## config.mk

```make
export PLATFORM = sky130hd
export DESIGN_NAME = pc_fetch_unit_flat
export DESIGN_NICKNAME = d
export VERILOG_FILES = /design/src/rtl/fetch_pkg.sv /design/src/rtl/pc_fetch_unit_if.sv /design/src/rtl/fetch_buf.sv /design/src/rtl/pc_fetch_unit.sv /design/src/flat_wrapper.sv
export SDC_FILE = /design/constraint.sdc
export NUM_CORES = 1
export LEC_CHECK = 0
export ABC_AREA = 1
export CELL_PAD_IN_SITES_DETAIL_PLACEMENT = 1
export CELL_PAD_IN_SITES_GLOBAL_PLACEMENT = 2
export CORE_MARGIN = 8
export CORE_UTILIZATION = 36
export CTS_CLUSTER_SIZE = 28
export DETAILED_ROUTE_END_ITERATION = 7
export PLACE_DENSITY = 0.88
export REMOVE_ABC_BUFFERS = 1
export SETUP_SLACK_MARGIN = 0.05
export SYNTH_ARGS = -nofsm -noshare
export SYNTH_HDL_FRONTEND = slang
export SYNTH_SLANG_ARGS = --single-unit
export TNS_END_PERCENT = 30
```

## constraint.sdc

```tcl
create_clock -name CLK -period 8.4 [get_ports CLK]
set_input_delay 2.1 -clock CLK [delete_from_list [all_inputs] [get_ports CLK]]
set_output_delay 2.1 -clock CLK [all_outputs]
set_load 0.02 [all_outputs]
```

## src/rtl/fetch_pkg.sv

```systemverilog
// Shared types and constants for the instruction fetch unit.
package fetch_pkg;

  localparam int unsigned ADDR_W  = 64;
  localparam int unsigned INSTR_W = 32;
  localparam int unsigned PC_INC  = 4;

  typedef enum logic [0:0] {
    FETCH = 1'b0,
    HALT  = 1'b1
  } fetch_state_t;

  typedef struct packed {
    logic [ADDR_W-1:0]  pc;
    logic [INSTR_W-1:0] instr;
  } fetch_entry_t;

endpackage

```

## src/rtl/pc_fetch_unit_if.sv

```systemverilog
// Memory request/response, redirect and decode handshake bundle for pc_fetch_unit.
interface pc_fetch_unit_if #(
  parameter int unsigned ADDR_W = 64
);
  import fetch_pkg::*;

  logic               imem_req_valid;
  logic               imem_req_ready;
  logic [ADDR_W-1:0]  imem_req_addr;
  logic               imem_resp_valid;
  logic [INSTR_W-1:0] imem_resp_data;
  logic               redirect_valid;
  logic [ADDR_W-1:0]  redirect_target;
  logic               id_valid;
  logic               id_ready;
  logic [ADDR_W-1:0]  id_pc;
  logic [INSTR_W-1:0] id_instr;

  modport master (
    output imem_req_valid, imem_req_addr, id_valid, id_pc, id_instr,
    input  imem_req_ready, imem_resp_valid, imem_resp_data,
           redirect_valid, redirect_target, id_ready
  );

  modport slave (
    input  imem_req_valid, imem_req_addr, id_valid, id_pc, id_instr,
    output imem_req_ready, imem_resp_valid, imem_resp_data,
           redirect_valid, redirect_target, id_ready
  );

endinterface

```

## src/rtl/fetch_buf.sv

```systemverilog
// Small synchronous FIFO with flush and occupancy count; head is read from registered storage.
module fetch_buf #(
  parameter  int unsigned DEPTH = 2,
  parameter  int unsigned WIDTH = 96,
  localparam int unsigned PTR_W = (DEPTH > 1) ? $clog2(DEPTH) : 1,
  localparam int unsigned CNT_W = $clog2(DEPTH + 1)
) (
  input  logic             clk,
  input  logic             rst,
  input  logic             flush,
  input  logic             push,
  input  logic [WIDTH-1:0] push_data,
  input  logic             pop,
  output logic [WIDTH-1:0] head,
  output logic [CNT_W-1:0] count
);

  logic [WIDTH-1:0] mem [DEPTH];
  logic [PTR_W-1:0] wr_ptr, rd_ptr;
  logic             do_push, do_pop;

  function automatic logic [PTR_W-1:0] next_ptr(input logic [PTR_W-1:0] p);
    return (p == PTR_W'(DEPTH - 1)) ? '0 : p + PTR_W'(1);
  endfunction

  // A full FIFO still accepts a push when the head leaves in the same cycle.
  assign do_pop  = pop && (count != '0);
  assign do_push = push && ((count != CNT_W'(DEPTH)) || do_pop);
  assign head    = mem[rd_ptr];

  always_ff @(posedge clk) begin
    if (do_push) mem[wr_ptr] <= push_data;
  end

  always_ff @(posedge clk) begin
    if (rst || flush) begin
      wr_ptr <= '0;
      rd_ptr <= '0;
      count  <= '0;
    end else begin
      if (do_push) wr_ptr <= next_ptr(wr_ptr);
      if (do_pop)  rd_ptr <= next_ptr(rd_ptr);
      count <= count + CNT_W'(do_push) - CNT_W'(do_pop);
    end
  end

endmodule

```

## src/rtl/pc_fetch_unit.sv

```systemverilog
// PC owner and instruction fetch front end: issues in-order fetches, drops wrong-path responses
// after a redirect, and buffers instructions for decode. Option: FETCH_MISALIGN_TRAP_EN.
module pc_fetch_unit #(
  parameter int unsigned       ADDR_W    = 64,
  parameter logic [ADDR_W-1:0] RESET_PC  = '0,
  parameter int unsigned       BUF_DEPTH = 2
) (
  input logic            CLK,
  input logic            Reset,
  pc_fetch_unit_if.master bus
`ifdef FETCH_MISALIGN_TRAP_EN
  ,
  output logic           fetch_misalign
`endif
);
  import fetch_pkg::*;

  localparam int unsigned CNT_W = $clog2(BUF_DEPTH + 1);

  typedef struct packed {
    logic [ADDR_W-1:0]  pc;
    logic [INSTR_W-1:0] instr;
  } entry_t;

  logic [ADDR_W-1:0] pc;
  logic [ADDR_W-1:0] target;
  logic [ADDR_W-1:0] tag_head;
  logic [CNT_W-1:0]  outstanding;
  logic [CNT_W-1:0]  drop;
  logic [CNT_W-1:0]  occupancy;
  logic [CNT_W-1:0]  tag_count;
  logic [CNT_W:0]    slots_used;
  logic              in_fetch;
  logic              req_fire;
  logic              resp_ack;
  logic              resp_keep;
  logic              id_fire;
  entry_t            buf_head;
  entry_t            buf_push;

`ifdef FETCH_MISALIGN_TRAP_EN
  fetch_state_t state;

  always_ff @(posedge CLK) begin
    if (Reset) begin
      state          <= FETCH;
      fetch_misalign <= 1'b0;
    end else if (bus.redirect_valid) begin
      if (bus.redirect_target[1:0] != 2'b00) begin
        state          <= HALT;
        fetch_misalign <= 1'b1;
      end else begin
        state          <= FETCH;
        fetch_misalign <= 1'b0;
      end
    end
  end

  assign in_fetch = (state == FETCH);
  assign target   = bus.redirect_target;
`else
  assign in_fetch = 1'b1;
  assign target   = {bus.redirect_target[ADDR_W-1:2], 2'b00};
`endif

  // Requests in flight plus buffered entries never exceed the buffer depth, so every
  // response always has a slot waiting for it.
  assign slots_used         = {1'b0, outstanding} + {1'b0, occupancy};
  assign bus.imem_req_valid = !Reset && in_fetch && !bus.redirect_valid &&
                              (slots_used < (CNT_W + 1)'(BUF_DEPTH));
  assign bus.imem_req_addr  = pc;
  assign req_fire           = bus.imem_req_valid && bus.imem_req_ready;

  assign resp_ack  = bus.imem_resp_valid && (tag_count != '0);
  assign resp_keep = resp_ack && (drop == '0) && !bus.redirect_valid;

  assign bus.id_valid = !Reset && (occupancy != '0);
  assign bus.id_pc    = buf_head.pc;
  assign bus.id_instr = buf_head.instr;
  assign id_fire      = bus.id_valid && bus.id_ready;

  assign buf_push.pc    = tag_head;
  assign buf_push.instr = bus.imem_resp_data;

  // Tags are never flushed: dropped responses still retire their own tag in order.
  fetch_buf #(
    .DEPTH (BUF_DEPTH),
    .WIDTH (ADDR_W)
  ) u_tag_q (
    .clk       (CLK),
    .rst       (Reset),
    .flush     (1'b0),
    .push      (req_fire),
    .push_data (pc),
    .pop       (resp_ack),
    .head      (tag_head),
    .count     (tag_count)
  );

  fetch_buf #(
    .DEPTH (BUF_DEPTH),
    .WIDTH ($bits(entry_t))
  ) u_instr_buf (
    .clk       (CLK),
    .rst       (Reset),
    .flush     (bus.redirect_valid),
    .push      (resp_keep),
    .push_data (buf_push),
    .pop       (id_fire),
    .head      (buf_head),
    .count     (occupancy)
  );

  always_ff @(posedge CLK) begin
    if (Reset) begin
      pc          <= RESET_PC;
      outstanding <= '0;
      drop        <= '0;
    end else begin
      outstanding <= outstanding + CNT_W'(req_fire) - CNT_W'(resp_ack);
      if (bus.redirect_valid) begin
        pc   <= target;
        drop <= outstanding - CNT_W'(resp_ack);
      end else begin
        if (req_fire) pc <= pc + ADDR_W'(PC_INC);
        if (resp_ack && (drop != '0)) drop <= drop - CNT_W'(1);
      end
    end
  end

endmodule

```

## src/flat_wrapper.sv

```systemverilog
// flat-port wrapper written by rule: the top's interface ports become plain ports
module pc_fetch_unit_flat import fetch_pkg::*;
#(
  parameter int unsigned       ADDR_W    = 64,
  parameter logic [ADDR_W-1:0] RESET_PC  = '0,
  parameter int unsigned       BUF_DEPTH = 2
)
  (CLK, Reset, bus_imem_req_valid, bus_imem_req_addr, bus_id_valid, bus_id_pc, bus_id_instr, bus_imem_req_ready, bus_imem_resp_valid, bus_imem_resp_data, bus_redirect_valid, bus_redirect_target, bus_id_ready);
  pc_fetch_unit_if #(.ADDR_W(ADDR_W)) bus_i ();
  input logic CLK;
  input logic Reset;
  output wire logic [$bits(bus_i.imem_req_valid)-1:0] bus_imem_req_valid;
  output wire logic [$bits(bus_i.imem_req_addr)-1:0] bus_imem_req_addr;
  output wire logic [$bits(bus_i.id_valid)-1:0] bus_id_valid;
  output wire logic [$bits(bus_i.id_pc)-1:0] bus_id_pc;
  output wire logic [$bits(bus_i.id_instr)-1:0] bus_id_instr;
  input wire logic [$bits(bus_i.imem_req_ready)-1:0] bus_imem_req_ready;
  input wire logic [$bits(bus_i.imem_resp_valid)-1:0] bus_imem_resp_valid;
  input wire logic [$bits(bus_i.imem_resp_data)-1:0] bus_imem_resp_data;
  input wire logic [$bits(bus_i.redirect_valid)-1:0] bus_redirect_valid;
  input wire logic [$bits(bus_i.redirect_target)-1:0] bus_redirect_target;
  input wire logic [$bits(bus_i.id_ready)-1:0] bus_id_ready;
  assign bus_imem_req_valid = bus_i.imem_req_valid;
  assign bus_imem_req_addr = bus_i.imem_req_addr;
  assign bus_id_valid = bus_i.id_valid;
  assign bus_id_pc = bus_i.id_pc;
  assign bus_id_instr = bus_i.id_instr;
  assign bus_i.imem_req_ready = bus_imem_req_ready;
  assign bus_i.imem_resp_valid = bus_imem_resp_valid;
  assign bus_i.imem_resp_data = bus_imem_resp_data;
  assign bus_i.redirect_valid = bus_redirect_valid;
  assign bus_i.redirect_target = bus_redirect_target;
  assign bus_i.id_ready = bus_id_ready;
  pc_fetch_unit #(.ADDR_W(ADDR_W), .RESET_PC(RESET_PC), .BUF_DEPTH(BUF_DEPTH)) u_core (.CLK(CLK), .Reset(Reset), .bus(bus_i));
endmodule
```

==> impl_metrics.tcl <==
set metrics [dict create \
    status "complete, no violations" \
    synth_ff_type "edfxtp_1" \
    syn_area_um2 16500 \
    worst_pin_slew_ns 1.19 \
    startpoint "bus_redirect_valid" \
    place_hpwl_um 34300 \
    synth_edf_count 312 \
    r2r_start "u_core.u_instr_buf.count[0]" \
    yosysWarningCount 0 \
    root_buffer "clkbuf_16" \
    num_vias 11100 \
    numCtsBuffers 43 \
    vdd_drop_max_mv 0.118 \
    ys_types 43 \
    nets 1754 \
    grt_pass1_vias 11800 \
    htreeDepth 2 \
    drtIter0Drc 627 \
    p_leak_nw 7.22 \
    routed_wirelength_um 48400 \
    syn_avg_cell_area_um2 12.0 \
    die_y_um 230 \
    grt_util_all_layers 0.178 \
    layout-drive-gt1-share 0.161 \
    hold_slack_ns 0.456 \
    ctsHoldBuffers 0 \
    ios 264 \
    insertion_delay_ns 0.57 \
    grt_first_pass_wirelength_um 72800 \
    syn_to_final_growth_pct 27.7 \
    tns_ns 0 \
    wl_per_cell_um 21.2 \
    p_per_area_nw_per_um2 229 \
    crit_required_ns 6.30 \
    dpl_worst_slack_ns 2.80 \
    antenna_found_initial 2 \
    vias_per_cell 4.87 \
    crit_arrival_ns 3.45 \
    post-route-period-util 0.660 \
    r2r_slack_ns 4.50 \
    maxSlewHeadroom 0.203 \
    die_area_um2 52900 \
    gp_congestion 0.843 \
    chipWidth_um 230 \
    core-area_um2 45300 \
    synth_cells 1372 \
    ys_seq_area_frac 0.660 \
    cp-start-kind "input port" \
    num_rows 78 \
    synthArstFlopShare 0 \
    drc 0 \
    grt_max_degree 63 \
    reg2reg_to "u_core.u_tag_q.mem[0][32]" \
    port_buffers 257 \
    ys_seq_elements 388 \
    setup_violations 0 \
    hold_path.class "register to register" \
    maxClockFrequency_ghz 0.180 \
    cp_max_fo 26 \
    first_pass_iters 5 \
    floorplan.initialDensity 0.364 \
    period_needed_ns 5.55 \
    grt_remaining_overflow 0 \
    hold_violations 0 \
    grt_setup_unrepaired "no" \
    endpoint "bus_imem_req_valid" \
    ant_nets 0 \
    r2r_cells 9 \
    cts_max_path_buffers 3 \
    layout_setup_ws_ns 2.85 \
    utilization 0.465 \
    finClkSkew_ns 0.0263 \
    clk_pin_slew_ns 0.06 \
    clock_sinks 388 \
    fillers 4807 \
    cts_resized 0 \
    setup.worst_path.class "input port to primary output" \
    postCtsSetupRepairBufs 0 \
    cts_tree "yes" \
    end_kind "primary output" \
    cap_violations 0 \
    slew_violations 0 \
]
-- routing by layer --
metal | global-route usage | up-vias | routed length, um
met1 | 0.223 | 5562 | 21100
li1 | - | 5273 | -
met2 | 0.312 | 211 | 24400
met4 | 0.0428 | 0 | 812
met3 | 0.0363 | 58 | 1980
met5 | 0 | - | 0
-- synthesized netlist by cell type, types with 2 or more instances --
master | number | area (um2)
edfxtp_1 | 312 | 9370
buf_4 | 8 | 60.1
a31oi_1 | 19 | 119
nor2_1 | 124 | 465
nand3_2 | 2 | 20.0
buf_2 | 17 | 85.1
ha_1 | 6 | 75.1
a21oi_1 | 41 | 205
xor2_1 | 22 | 193
nand2_2 | 8 | 50.1
and2_1 | 3 | 18.8
nand2_1 | 270 | 1010
nor2_2 | 6 | 37.5
clkbuf_1 | 15 | 56.3
clkinv_1 | 3 | 11.3
nor3_1 | 3 | 15.0
mux2_2 | 156 | 1760
dfxtp_1 | 76 | 1520
nand3b_1 | 4 | 30.0
buf_1 | 4 | 15.0
o21ai_1 | 9 | 45.0
nand4_1 | 12 | 75.1
nand3_1 | 54 | 270
o21ai_0 | 47 | 235
xnor2_1 | 7 | 61.3
nor2_4 | 7 | 78.8
inv_1 | 120 | 450
buf_6 | 2 | 22.5
-- worst max-delay path, stage by stage --
cell and delay, ns:
buf_2 0.29, nor2_4 0.25, nand2_1 0.11, inv_1 0.07
clkdlybuf4s50_1 0.61
-- through the flow --
step / std cells / cell area, um2 / power (W)
floorplan: 1329 / 16300 / 0.00273
global placement: 2200 / 19700 / 0.00303
detailed placement: 2200 / 19700 / 0.00306
CTS: 2276 / 21100 / 0.00489
global route: 2277 / 21100 / 0.00500
finish: 2278 / 21100 / 0.00482
-- flip-flops by register name, indices dropped and copies added, names as in the netlist, named ones only --
signal,cells
u_core.outstanding,2
u_core.u_instr_buf.wr_ptr,1
u_core.u_tag_q.count,2
u_core.u_instr_buf.rd_ptr,1
u_core.drop,2
u_core.bus.imem_req_addr,62
u_core.u_tag_q.wr_ptr,1
u_core.u_instr_buf.count,2
u_core.u_instr_buf.mem,188
u_core.u_tag_q.rd_ptr,1
u_core.u_tag_q.mem,124
-- cell families after synthesis --
| group | synth area share |
|---|---|
| fa+ha+maj | 0.00576 |
| mux | 0.106 |
| flops | 0.660 |
| buf+inv | 0.0427 |
| xor+xnor | 0.0154 |
| simple gates | 0.129 |
| compound gates | 0.0400 |
| other cells | 0.000227 |
-- placed cells by master (no fill, tap or decap), types with 8 or more instances in the layout --
cell and n:
nand2_2 8, nand2_1 270, nand3_1 54, mux2_2 156, xor2_1 22, edfxtp_1 312, dfxtp_1 74, clkinv_2 8
clkbuf_16 43, clkdlybuf4s50_1 255, buf_4 14, inv_1 120, o21ai_1 9, a21oi_1 41, a31oi_1 19, o21ai_0 47
clkinv_1 9, nor2_4 11, nor2_1 120, nand4_1 12
-- worst min path at each step --
stage | startpoint | end | slack (ns) | cells past startpoint
floorplan | u_core.u_tag_q.rd_ptr | register | 0.43 | 1
detailed placement | u_core.u_tag_q.rd_ptr | register | 0.44 | 1
global route | u_core.u_tag_q.rd_ptr | register | 0.48 | 1
CTS | u_core.u_tag_q.rd_ptr | register | 0.45 | 1
global placement | u_core.u_tag_q.rd_ptr | register | 0.43 | 1
finish | u_core.u_tag_q.rd_ptr | register | 0.46 | 1
-- power breakdown --
group          internal (W)  leakage (nW)  switching, W
Sequential          0.00224          3.47      0.000124
Clock               0.00104         0.650      0.000767
Combinational      0.000324          3.10      0.000320
-- area by class of cell --
cell class	instances	area [um2]	share of cell area
Antenna cell	2	5.00	0.000238
Clock buffer	50	1110	0.0528
Clock inverter	26	226	0.0107
Inverter	124	465	0.0221
Multi-Input combinational cell	817	4940	0.235
Sequential cell	388	10900	0.517
Tap cell	600	751	0.0356
Timing Repair Buffer	271	2670	0.127
Power figures use the tool's default switching activity.
